$ cat src/rtl/pcw_pulse_pkg.sv
// Shared types and defaults for the strobe-to-pulse generator.
// Imported by pulse_gen and its down-counter.
package pcw_pulse_pkg;

    localparam int PULSE_CNT_W_DEFAULT = 16;

    typedef enum logic [1:0] {
        IDLE    = 2'd0,
        DELAY   = 2'd1,
        ACTIVE  = 2'd2,
        HOLDOFF = 2'd3
    } pulse_state_t;

endpackage

$ cat src/rtl/pulse_cnt.sv
// Loadable down-counter that stops at zero; a load wins over counting and ignores ce.
// zero flags the terminal count for the controlling FSM.
module pulse_cnt
    import pcw_pulse_pkg::*;
#(
    parameter int CNT_W = PULSE_CNT_W_DEFAULT
) (
    input  logic             clk_sys,
    input  logic             reset,
    input  logic             ce,
    input  logic             load,
    input  logic [CNT_W-1:0] load_val,
    output logic [CNT_W-1:0] cnt,
    output logic             zero
);

    localparam logic [CNT_W-1:0] ONE = CNT_W'(1);

    always_ff @(posedge clk_sys or posedge reset) begin
        if (reset) begin
            cnt <= '0;
        end else if (load) begin
            cnt <= load_val;
        end else if (ce && (cnt != '0)) begin
            cnt <= cnt - ONE;
        end
    end

    assign zero = (cnt == '0);

endmodule

$ cat src/rtl/pulse_gen.sv
// Turns a single-cycle trig strobe into a delayed, timed level pulse followed by dead time.
// All timing advances on ce ticks; trig itself is honoured on any clk_sys cycle.
module pulse_gen
    import pcw_pulse_pkg::*;
#(
    parameter int CNT_W = PULSE_CNT_W_DEFAULT
) (
    input  logic             clk_sys,
    input  logic             reset,
    input  logic             ce,
    input  logic             trig,
    input  logic [CNT_W-1:0] delay,
    input  logic [CNT_W-1:0] width,
    input  logic [CNT_W-1:0] holdoff,
    input  logic             retrig_en,
    output logic             pulse_out,
    output logic             busy,
    output logic             done,
    output logic             missed
);

    localparam logic [CNT_W-1:0] ONE = CNT_W'(1);

    pulse_state_t     state;
    pulse_state_t     state_nx;
    logic [CNT_W-1:0] width_l;
    logic [CNT_W-1:0] holdoff_l;
    logic [CNT_W-1:0] load_val;
    logic [CNT_W-1:0] cnt_unused;
    logic             load;
    logic             cnt_zero;
    logic             accept;
    logic             done_nx;
    logic             missed_nx;

    // A zero width still produces one tick of pulse.
    function automatic logic [CNT_W-1:0] width_cnt(input logic [CNT_W-1:0] w);
        return (w == '0) ? '0 : (w - ONE);
    endfunction

    pulse_cnt #(
        .CNT_W (CNT_W)
    ) u_cnt (
        .clk_sys  (clk_sys),
        .reset    (reset),
        .ce       (ce),
        .load     (load),
        .load_val (load_val),
        .cnt      (cnt_unused),
        .zero     (cnt_zero)
    );

    always_comb begin
        state_nx  = state;
        load      = 1'b0;
        load_val  = '0;
        accept    = 1'b0;
        done_nx   = 1'b0;
        missed_nx = 1'b0;
        case (state)
            IDLE: begin
                if (trig) begin
                    accept = 1'b1;
                    load   = 1'b1;
                    if (delay == '0) begin
                        state_nx = ACTIVE;
                        load_val = width_cnt(width);
                    end else begin
                        state_nx = DELAY;
                        load_val = delay - ONE;
                    end
                end
            end
            DELAY: begin
                missed_nx = trig;
                if (ce && cnt_zero) begin
                    state_nx = ACTIVE;
                    load     = 1'b1;
                    load_val = width_cnt(width_l);
                end
            end
            ACTIVE: begin
                // A retrigger takes priority over expiry on the same cycle.
                if (trig && retrig_en) begin
                    load     = 1'b1;
                    load_val = width_cnt(width_l);
                end else begin
                    missed_nx = trig;
                    if (ce && cnt_zero) begin
                        done_nx = 1'b1;
                        if (holdoff_l != '0) begin
                            state_nx = HOLDOFF;
                            load     = 1'b1;
                            load_val = holdoff_l - ONE;
                        end else begin
                            state_nx = IDLE;
                        end
                    end
                end
            end
            HOLDOFF: begin
                missed_nx = trig;
                if (ce && cnt_zero) begin
                    state_nx = IDLE;
                end
            end
            default: begin
                state_nx = IDLE;
            end
        endcase
    end

    always_ff @(posedge clk_sys or posedge reset) begin
        if (reset) begin
            state     <= IDLE;
            width_l   <= '0;
            holdoff_l <= '0;
            pulse_out <= 1'b0;
            busy      <= 1'b0;
            done      <= 1'b0;
            missed    <= 1'b0;
        end else begin
            state     <= state_nx;
            pulse_out <= (state_nx == ACTIVE);
            busy      <= (state_nx != IDLE);
            done      <= done_nx;
            missed    <= missed_nx;
            if (accept) begin
                width_l   <= width;
                holdoff_l <= holdoff;
            end
        end
    end

endmodule

$ cat config.mk
export PLATFORM = sky130hd
export DESIGN_NAME = pulse_gen
export DESIGN_NICKNAME = d
export VERILOG_FILES = /design/src/rtl/pcw_pulse_pkg.sv /design/src/rtl/pulse_cnt.sv /design/src/rtl/pulse_gen.sv
export SDC_FILE = /design/constraint.sdc
export NUM_CORES = 1
export LEC_CHECK = 0
export BUFFER_PORTS_ARGS = -buffer_cell sky130_fd_sc_hd__buf_2
export CAP_MARGIN = 20
export CELL_PAD_IN_SITES_DETAIL_PLACEMENT = 1
export CELL_PAD_IN_SITES_GLOBAL_PLACEMENT = 1
export CORE_ASPECT_RATIO = 1.4
export CORE_MARGIN = 10
export CORE_UTILIZATION = 43
export DETAILED_ROUTE_END_ITERATION = 16
export HOLD_SLACK_MARGIN = 0.03
export PLACE_DENSITY = 0.85
export SYNTH_ARGS = -nofsm -noshare
export SYNTH_HDL_FRONTEND = slang
export SYNTH_SLANG_ARGS = --single-unit
$ cat constraint.sdc
create_clock -name clk_sys -period 3.24 [get_ports clk_sys]
set_clock_uncertainty 0.1 [all_clocks]
set_input_delay 0.324 -clock clk_sys [delete_from_list [all_inputs] [get_ports clk_sys]]
set_output_delay 0.324 -clock clk_sys [all_outputs]
set_load 0.05 [all_outputs]
==> flow_summary_export.csv <==
group,metric,value,unit
cts,cts_setup_buffers,0,
logic_synthesis,syn-cell-area,4088,sq um
power_and_ir_drop,power_leakage,2.007,nW
logic_synthesis,synth-edff-count,0,
logic_synthesis,yosys_warnings,0,
critical_path,startpoint_type,"flip-flop",
die,chipWidth,102.4,um
timing,layout_min_cycle_time,2.841,ns
critical_path,crit_type,"flip-flop to flip-flop",
routing,via_count,4124,
job,max_cap_violations,0,
die,die_h,135.4,um
min_path,min_path_type,"input pin to asynchronous set/reset pin",
timing,slew_viol_final,0,
final_layout,register_area,1351,sq um
critical_path,slowest_delay,0.53,ns
global_routing,grt_usage,21.25,%
logic_synthesis,yosysSeqAreaShare,33.06,%
logic_synthesis,syn_inst,517,
timing,holdWs,0.07587,ns
placed_design,dp_hpwl,11310,um
logic_synthesis,ys_seq_elements,54,
run_status,status,"finished, final reports clean",
critical_path,cp_cell_sequence,"inv_1, ha_1, nor4b_1, nand4_2, a21oi_2, o21a_1, a21oi_1, a32oi_1",
critical_path,reg2reg_setup_slack,0.40,ns
power_and_ir_drop,power_density,649.3,nW/um^2
critical_path,arrival,2.95,ns
die,core_area,9354,sq um
global_routing,antenna_found_initial,0,
timing,rsz0062_at_grt,"no",
die,io_pins,57,
final_layout,finish.net_count,634,
cts,clock_latency,0.30,ns
routing,drt_iter0_drc,285,
placed_design,place_congestion,0.9246,
die,row_count,42,
critical_path,worstRegToRegCells,8,
cts,cts-resized-gates,0,
cts,cts-buffers-inserted,5,
global_routing,grt.overflow.total,0,
logic_synthesis,synth_area_per_cell,7.907,sq um
routing,avgRoutedWirePerCell,20.74,um
final_layout,final_util,49.56,%
final_layout,fin_cells,683,
die,start_util,43.70,%
timing,fin_crit_sh,87.67,%
critical_path,path_delay_family,"compound AO/OA/AOI/OAI gates",
final_layout,antenna_cells,0,
final_layout,stdcell_area,4636,sq um
logic_synthesis,synth-main-ff-cell,"dfrtp_1",
critical_path,cp_max_fo,17,
cts,ctsHtreeMaxLevel,2,
critical_path,timing.rr.start,"holdoff_l[0]",
final_layout,area.growth.synth_to_final,13.41,%
cts,cts_tree,"yes",
cts,cts_sinks,54,
logic_synthesis,synthArstFlopShare,100.0,%
logic_synthesis,yosysUniqueCellTypes,68,
timing,fin_ws,0.3995,ns
cts,root_buffer,"clkbuf_16",
cts,cts_hold_buf,0,
critical_path,crit_slowest_cell,"o21a_1",
placed_design,dpl-instance-area,4494,sq um
final_layout,nFillCells,1214,
power_and_ir_drop,ir_worst_vdd,0.3810,mV
final_layout,drive_above_1_share,15.88,%
global_routing,grt_pass1_vias,4397,
routing,wl,14160,um
routing,postRouteAntennaNets,0,
cts,cts_max_path_buffers,2,
die,dieArea,13860,sq um
logic_synthesis,synth_fp_nets,578,
global_routing,grt_max_degree,41,
critical_path,critPathBufInv,1,
global_routing,grt_pass1_wl,23120,um
timing,tightest_slew,0.8060,ns
routing,viasPerCell,6.038,
critical_path,rr_endpoint,"u_cnt.cnt[13]",
routing,firstDrtPassIters,5,
power_and_ir_drop,power,3.010,mW
placed_design,dp.cells,676,
placed_design,place_ws,0.2525,ns
timing,hold_viol_final,0,
routing,drc,0,
final_layout,multi_input_area,2604,sq um
critical_path,required,3.35,ns
timing,fin_setup_tns,0,ns
timing,max-slew-margin-rel,46.19,%
critical_path,cp-end-kind,"flip-flop",
placed_design,io_buffer_count,56,
timing,finalSetupViolations,0,
cts,clkSlewWorstSetupHoldPaths,0.07,ns
timing,max_freq,352.1,MHz
## flip-flops by register name, summed over array words and instances (netlist names)
| name | cells |
|---|---|
| state | 2 |
| busy | 1 |
| width_l | 16 |
| done | 1 |
| holdoff_l | 16 |
| u_cnt.cnt | 16 |
| missed | 1 |
| pulse_out | 1 |
## synthesized netlist by cell type, types with 4 or more instances
cell,n,area (sq um)
nor3_1,28,140.1
clkbuf_1,10,37.54
nor3b_1,4,30.03
a31oi_1,6,37.54
a22oi_1,8,60.06
nand4_1,5,31.28
nor2b_1,4,25.02
nand2_1,119,446.7
nand2b_1,4,25.02
nor4_1,17,106.4
inv_1,16,60.06
or3_1,9,56.30
xor2_1,32,280.3
a211oi_1,8,60.06
nand3_1,15,75.07
nor2_1,36,135.1
o21ai_0,16,80.08
ha_1,8,100.1
a21oi_1,18,90.09
xnor2_1,24,210.2
dfrtp_1,54,1351
and3_1,6,37.54
## cell usage in the layout, fill, tap and decap left out, types with 5 or more instances in the layout
master       n
nand4_1      5
buf_4        9
nor2_1      36
xnor2_1     24
dfrtp_1     54
buf_2       56
nor3_1      28
inv_1       15
xor2_1      32
a21oi_1     18
clkbuf_16    5
o21ai_0     16
a211oi_1     8
nand2_1    119
nand3_1     15
and3_1       6
a22oi_1      8
or3_1        9
a31oi_1      6
ha_1         8
nor4_1      17
## power by group
group          total, mW  internal (mW)  switching, mW
logic               1.19          0.487          0.702
registers           1.29          0.927          0.366
clock network      0.529          0.280          0.248
total               3.01           1.69           1.32
## cell families (layout without fill, tap and decap cells)
logic type                 Yosys count  after routing  synth area share (%)
buffers and inverters               32             88                 3.398
xor gates and xnor gates            56             56                 12.00
AOI/OAI and AO/OA                   89             89                 15.00
muxes                                3              3                0.7652
DFF                                 54             54                 33.06
and+or+nand+nor                    275            275                 33.33
adders and majority gates            8              8                 2.449
## how the worst max path moves through the flow
stage	from	to	slack (ns)	cells past startpoint
2_1_floorplan	u_cnt.cnt[0]	u_cnt.cnt[14]	0.90	9
3_3_place_gp	u_cnt.cnt[0]	u_cnt.cnt[12]	0.47	8
3_5_place_dp	u_cnt.cnt[0]	u_cnt.cnt[12]	0.25	8
4_1_cts	u_cnt.cnt[0]	u_cnt.cnt[12]	0.23	8
5_1_grt	holdoff_l[0]	u_cnt.cnt[12]	0.20	8
6_report	holdoff_l[0]	u_cnt.cnt[13]	0.40	8
## layer usage
| metal | GRT usage [%] | vias to the layer above | routed length, um |
|---|---|---|---|
| met1 | 24.13 | 2042 | 5593 |
| met3 | 3.269 | 31 | 502 |
| met4 | 9.355 | 0 | 540 |
| met2 | 37.92 | 99 | 7527 |
| met5 | 0 | - | 0 |
| li1 | - | 1952 | - |
## area by class of cell
class | count | share of cell area [%]
multi-input combinational | 431 | 56.17
sequential | 54 | 29.15
clock inverter | 2 | 0.2159
inverter | 16 | 1.296
tap | 110 | 2.969
clock buffer | 5 | 2.699
timing repair buffer | 65 | 7.503
Note: power is estimated with default switching activity, not from simulation.
